`src/rtl/mips_pkg.sv`:
```
// Shared MIPS pipeline definitions: widths, the NOP encoding and the IF/ID
// pipeline register layout reused by the ID stage.
package mips_pkg;

    localparam int INSTR_W  = 32;
    localparam int ADDR_W   = 32;
    localparam int OPCODE_W = 6;

    // All-zero word: decodes as an R-type write to $0, i.e. a harmless bubble.
    localparam logic [INSTR_W-1:0] NOP_INSTR = 32'h0000_0000;

    typedef struct packed {
        logic [INSTR_W-1:0] instr;
        logic [ADDR_W-1:0]  pc_plus4;
        logic               valid;
    } if_id_t;

endpackage

```
`src/rtl/if_id_register.sv`:
```
// IF/ID pipeline register. Flush beats load; with neither asserted the
// contents hold. Reset and flush both produce the bubble encoding.
module if_id_register
    import mips_pkg::*;
(
    input  logic   clock_in,
    input  logic   reset_n_in,
    input  logic   load_in,
    input  logic   flush_in,
    input  if_id_t d_in,
    output if_id_t q_out
);

    // Bubble / load / hold selection for the pipeline register.
    always_ff @(posedge clock_in or negedge reset_n_in) begin
        if (!reset_n_in) begin
            q_out <= '{instr: NOP_INSTR, pc_plus4: '0, valid: 1'b0};
        end else if (flush_in) begin
            q_out <= '{instr: NOP_INSTR, pc_plus4: '0, valid: 1'b0};
        end else if (load_in) begin
            q_out <= d_in;
        end
    end

endmodule

```
`src/rtl/fetch_stage.sv`:
```
// Instruction-fetch stage: program counter, imem address and IF/ID register.
// Optional feature macro: FETCH_DELAY_SLOT_EN -- when defined, a redirect
// keeps the instruction fetched in that cycle (branch delay slot) instead of
// flushing IF/ID to a bubble. The PC takes the target either way.
module fetch_stage
    import mips_pkg::*;
#(
    parameter logic [31:0] RESET_PC = 32'h0000_0000
) (
    input  logic        clock_in,
    input  logic        reset_n_in,
    input  logic        stall_in,
    input  logic        redirect_in,
    input  logic [31:0] redirect_pc_in,
    output logic [31:0] imem_addr_out,
    input  logic [31:0] imem_data_in,
    output logic [31:0] instr_out,
    output logic [5:0]  opcode_out,
    output logic [31:0] pc_plus4_out,
    output logic        valid_out
);

    logic [ADDR_W-1:0] pc;
    logic [ADDR_W-1:0] pc_plus4;
    logic              ifid_load;
    logic              ifid_flush;
    if_id_t            ifid_d;
    if_id_t            ifid_q;

    // Wraps modulo 2^32 naturally.
    assign pc_plus4 = pc + 32'd4;

    // PC next state: redirect (older instruction) overrides the stall.
    always_ff @(posedge clock_in or negedge reset_n_in) begin
        if (!reset_n_in) begin
            pc <= RESET_PC;
        end else if (redirect_in) begin
            pc <= {redirect_pc_in[31:2], 2'b00};
        end else if (!stall_in) begin
            pc <= pc_plus4;
        end
    end

`ifdef FETCH_DELAY_SLOT_EN
    // The delay-slot instruction is fetched this cycle and must execute.
    assign ifid_flush = 1'b0;
    assign ifid_load  = redirect_in | ~stall_in;
`else
    assign ifid_flush = redirect_in;
    assign ifid_load  = ~stall_in;
`endif

    assign ifid_d = '{instr: imem_data_in, pc_plus4: pc_plus4, valid: 1'b1};

    if_id_register u_if_id (
        .clock_in   (clock_in),
        .reset_n_in (reset_n_in),
        .load_in    (ifid_load),
        .flush_in   (ifid_flush),
        .d_in       (ifid_d),
        .q_out      (ifid_q)
    );

    assign imem_addr_out = pc;
    assign instr_out     = ifid_q.instr;
    assign opcode_out    = ifid_q.instr[31:26];
    assign pc_plus4_out  = ifid_q.pc_plus4;
    assign valid_out     = ifid_q.valid;

endmodule
```
`config.mk`:
```
export PLATFORM = sky130hd
export DESIGN_NAME = fetch_stage
export DESIGN_NICKNAME = d
export VERILOG_FILES = /design/src/rtl/mips_pkg.sv /design/src/rtl/if_id_register.sv /design/src/rtl/fetch_stage.sv
export SDC_FILE = /design/constraint.sdc
export NUM_CORES = 1
export LEC_CHECK = 0
export CORE_MARGIN = 10
export CORE_UTILIZATION = 40
export DETAILED_ROUTE_END_ITERATION = 10
export GPL_TIMING_DRIVEN = 0
export HOLD_SLACK_MARGIN = 0.08
export PLACE_DENSITY = 0.73
export REMOVE_ABC_BUFFERS = 1
export SYNTH_ARGS = -nofsm -noshare
export SYNTH_HDL_FRONTEND = slang
export SYNTH_SLANG_ARGS = --single-unit
```
`constraint.sdc`:
```
create_clock -name clock_in -period 4.84 [get_ports clock_in]
set_input_delay 1.21 -clock clock_in [delete_from_list [all_inputs] [get_ports clock_in]]
set_output_delay 1.21 -clock clock_in [all_outputs]
set_load 0.02 [all_outputs]
```
### After elaboration in Yosys (flattened, before gate mapping)

Index checks and enable logic that the tools add are counted.

| operators by class | value |
|---|---|
| add/subtract/negate cells | 1 |
| muxes and demuxes | 4 |
| equality and inequality tests | 1 |

Operators with widths:

| kind | number |
|---|---|
| $mux 65 | 2 |
| $mux 32 | 2 |
| $add 32x3->32 const B | 1 |
| $ne 2x1->1 const B | 1 |

| storage, ports and cells | value |
|---|---|
| bits in registers | 97 |
| logic and storage cells | 10 |
| bits of input ports | 68 |

### Longest topological paths before layout

| depth | value |
|---|---|
| word-level depth | 3 |
| gate-level depth with buffers | 7 |
| mapped depth without buffers | 5 |

### Hierarchy

From an unflattened synthesis, not the netlist that was laid out.

| unflattened totals | value |
|---|---|
| cell total of the unflattened synthesis | 495 |
| area, all modules | 5001.0 um^2 |

Modules (own cells, without submodules):

| module | sequential area each (um^2) | area each (um^2) | instances | cells an instance |
|---|---|---|---|---|
| if_id_register | 1626.6 | 2667.6 | 1 | 209 |
| fetch_stage | 750.7 | 2333.5 | 1 | 286 |

### Worst setup path after synthesis

OpenSTA, ideal clock, no wires.

| timing path | value |
|---|---|
| kind | input -> register |
| start point | input stall_in |
| end point | register u_if_id.q_out[33] in the netlist's numbering |
| slack | 2174 ps |
| stages on the path | 5 |
| arrival | 2534 ps |
| buffers on the path | 3 |
| data required time | 4708 ps |
| path through | clkbuf_1 > buf_1 > clkbuf_1 > mux2i_1 > nor2_1 |

| between the ends | value |
|---|---|
| word-level cells in the longest chain between the ends | 1 |

RTL lines:

| what | line | source |
|---|---|---|
| start: declaration | fetch_stage.sv:12 | `input logic stall_in,` |
| $ne 2x1->1 (no source line) | n/a |  |
| end signal: assignment | if_id_register.sv:17 | `q_out <= '{instr: NOP_INSTR, pc_plus4: '0, valid: 1'b0};` |
| end signal: assignment | if_id_register.sv:19 | `q_out <= '{instr: NOP_INSTR, pc_plus4: '0, valid: 1'b0};` |
| end signal: assignment | if_id_register.sv:21 | `q_out <= d_in;` |
| end: declaration | if_id_register.sv:11 | `output if_id_t q_out` |

Every way passes these cells.
A chain may end at the register's enable or synchronous reset.

### Worst setup path after layout

| timing path | value |
|---|---|
| start point | input stall_in |
| end point | register pc[22] (netlist: imem_addr_out[22]) |

| between the ends | value |
|---|---|
| word-level cells in the longest chain between the ends | 1 |

RTL lines:

| what | line | source |
|---|---|---|
| $ne 2x1->1 (no source line) | n/a |  |
| end signal: assignment | fetch_stage.sv:38 | `pc <= {redirect_pc_in[31:2], 2'b00};` |
| end signal: assignment | fetch_stage.sv:40 | `pc <= pc_plus4;` |
| end: declaration | fetch_stage.sv:23 | `logic [ADDR_W-1:0] pc;` |

Every way passes these cells.

==> flow_summary.ini <==
[worst_hold_path]
whs_path_depth = 1
hold_path.class = reg2reg
hold_end = u_if_id.q_out[0]
hp-start = u_if_id.q_out[0]

[timing]
slew_headroom = 0.3872
setup_viol = 0
slew_viol_final = 0
rsz0062_at_grt = false
fin_crit_ns = 3.131
max_freq_ghz = 0.3194
finClkSkew_ns = 0.005786
setup_tns_ns = 0
tightestPinTransition_ns = 0.9179
setup_slack_ns = 1.709
finalCritPeriodShare = 0.6470
hold_viol_final = 0

[run_status]
status = finished clean

[synthesis]
yosys_most_used_dff = dfrtp_1
synth_edf_count = 0
synth_common_cells = dfrtp_1, nor2_1, nand2_1, mux2i_1, clkbuf_1
ys_warn_count = 0
synth.most_common_cell = dfrtp_1
ys_seq_area_frac = 0.4901
ys_ff_latch = 94
postSynth.asyncResetShare = 1.000
synth.avg_cell_area_um2 = 9.523
netlist.area_leader.share = 0.4901
synth_area_leaders = dfrtp_1, mux2i_1, nor2_1
synth_area_leader_cell = dfrtp_1
synthCells = 504
synth_cell_type_count = 41
synth_area_um2 = 4800

[global_routing]
use_met2 = 0.2829
grt_max_degree = 70
grt-ovfl-total = 0
antenna_found_initial = 0
grt_pass1_vias = 4544
grt_pass1_wl_mm = 24.44
grt_use_met1 = 0.2096
gr-max-usage-layer = met2
grt_usage = 0.1821
use_met3 = 0.1032

[placement]
placed_area_um2 = 6470
dp_slack_ns = 1.359
io_buffer_count = 166
place.gp.congestion = 0.8277
place_hpwl_mm = 11.16

[clocking]
tritoncts = built
clockBufferDepth = 2
clkTransAtPathRegs_ns = 0.07
insertion_delay_ns = 0.34
cts_resized = 0
postCtsSetupRepairBufs = 0
cts_buffers = 9
root_buffer = clkbuf_16
cts.sinks = 94
cts_htree_levels = 3
cts_hold_buf = 0

[worst_setup_path]
critical_path.max_fanout = 55
path_cells = buf_2 -> inv_2 -> nand3_1 -> or4_1 -> a31oi_1
worstPathRequired_ns = 5.10
end_kind = register
r2r_cells = 4
cp.arrival_ns = 3.39
critPathKind = in2reg
r2r-start = imem_addr_out[9]
r2r_end = u_if_id.q_out[32]
critical_path.top_delay_family = buffers and inverters
critPathMaxStageDelay_ns = 0.76
r2r_setup_slack_ns = 2.22
critPathBufInv = 2
critPathLaunchType = input port
slowest_stage = inv_2

[floorplanning]
fp-row-count = 39
num_io_pins = 171
die-width_um = 129.5
core-area_um2 = 11560
die_height_um = 129.5
start_util = 0.4150
dieArea_um2 = 16780

[job]
cap_violations = 0

[power_and_ir_drop]
peakVddDrop_v = 0.0001618
p_leak_nw = 2.728
power_density_nw_per_um2 = 327.3

[finish]
drive_above_1_share = 0.04063
nets = 704
diodes = 0
postLayoutCellArea_um2 = 6842
final_util = 0.5916
syn_to_final_growth_pct = 42.54

[drt]
wire_per_inst_um = 19.56
ant_nets = 0
drt_wl_total_mm = 15.31
vias = 4413
first_pass_iters = 4
drtIter0Drc = 404
drc = 0
vias_per_cell = 5.636
-- layout by cell type, fill, tap and decap left out, types with 2 or more instances in the layout --
| cell type | n |
|---|---|
| and3_1 | 4 |
| clkdlybuf4s50_1 | 163 |
| mux2i_1 | 32 |
| nor3_1 | 8 |
| or4_1 | 27 |
| a311oi_1 | 15 |
| o211ai_1 | 2 |
| conb_1 | 2 |
| a211oi_1 | 7 |
| a31oi_1 | 11 |
| o21ai_0 | 25 |
| xnor2_1 | 18 |
| nand2_1 | 40 |
| or2_2 | 2 |
| o31ai_1 | 19 |
| nor4_1 | 7 |
| and4_1 | 2 |
| buf_4 | 2 |
| or3_1 | 10 |
| nor2b_1 | 3 |
| nand4_1 | 6 |
| nor2_1 | 70 |
| buf_12 | 2 |
| dfrtp_1 | 94 |
| nand3_1 | 18 |
| xor2_1 | 6 |
| nand4b_1 | 3 |
| bufinv_16 | 4 |
| clkbuf_16 | 9 |
| inv_1 | 4 |
| a21oi_1 | 8 |
| o21a_1 | 2 |
-- per-layer routing --
layer / routed length [µm] / vias to the layer above
li1: - / 2088
met1: 6109 / 2118
met2: 6862 / 193
met3: 2181 / 14
met4: 161 / 0
met5: 0 / -
-- cell families after synthesis --
group                    share of synthesized area
AND/OR/NAND/NOR                             0.2135
multiplexers                               0.06674
adder cells (fa/ha/maj)                   0.002606
AO/OA/AOI/OAI                               0.1303
XOR/XNOR                                   0.04380
buffers and inverters                      0.05213
flip-flops                                  0.4901
other                                    0.0007813
-- worst max path at each step --
stage	depth (start not counted)	slack, ns	from	end
after floorplan	4	2.25	stall_in	imem_addr_out[22]
after CTS	5	1.70	stall_in	imem_addr_out[26]
after global placement	5	-1.53	redirect_in	imem_addr_out[20]
final	5	1.71	stall_in	imem_addr_out[22]
after detailed placement	5	1.36	stall_in	imem_addr_out[26]
after global routing	5	1.49	stall_in	imem_addr_out[22]
-- state kept, by name, indices dropped and copies added, names as in the netlist --
register / flops
imem_addr_out: 30
u_if_id.q_out: 64
-- report_power, final --
group,switching [mW],leakage (nW),internal (mW)
clock network,0.307,0.179,0.571
registers,0.0696,1.20,0.843
logic,0.231,1.35,0.218
total,0.608,2.73,1.63
-- stage by stage --
stage / total power, mW / instances / hold slack, ns
6_report: 2.239 / 783 / 0.4845
5_1_grt: 2.331 / 783 / 0.5086
2_1_floorplan: 1.106 / 455 / 0.5915
3_5_place_dp: 1.381 / 767 / 0.4707
4_1_cts: 2.258 / 783 / 0.4856
3_3_place_gp: 1.373 / 764 / 0.4681
-- cell type report --
class	count	area, µm²
clock buffer	10	239.0
clock inverter	6	132.6
fill	1027	4723
inverter	5	18.77
multi-input combinational	356	2201
sequential	94	2352
tap	143	178.9
timing repair buffer	169	1719
Power figures use the tool's default switching activity.
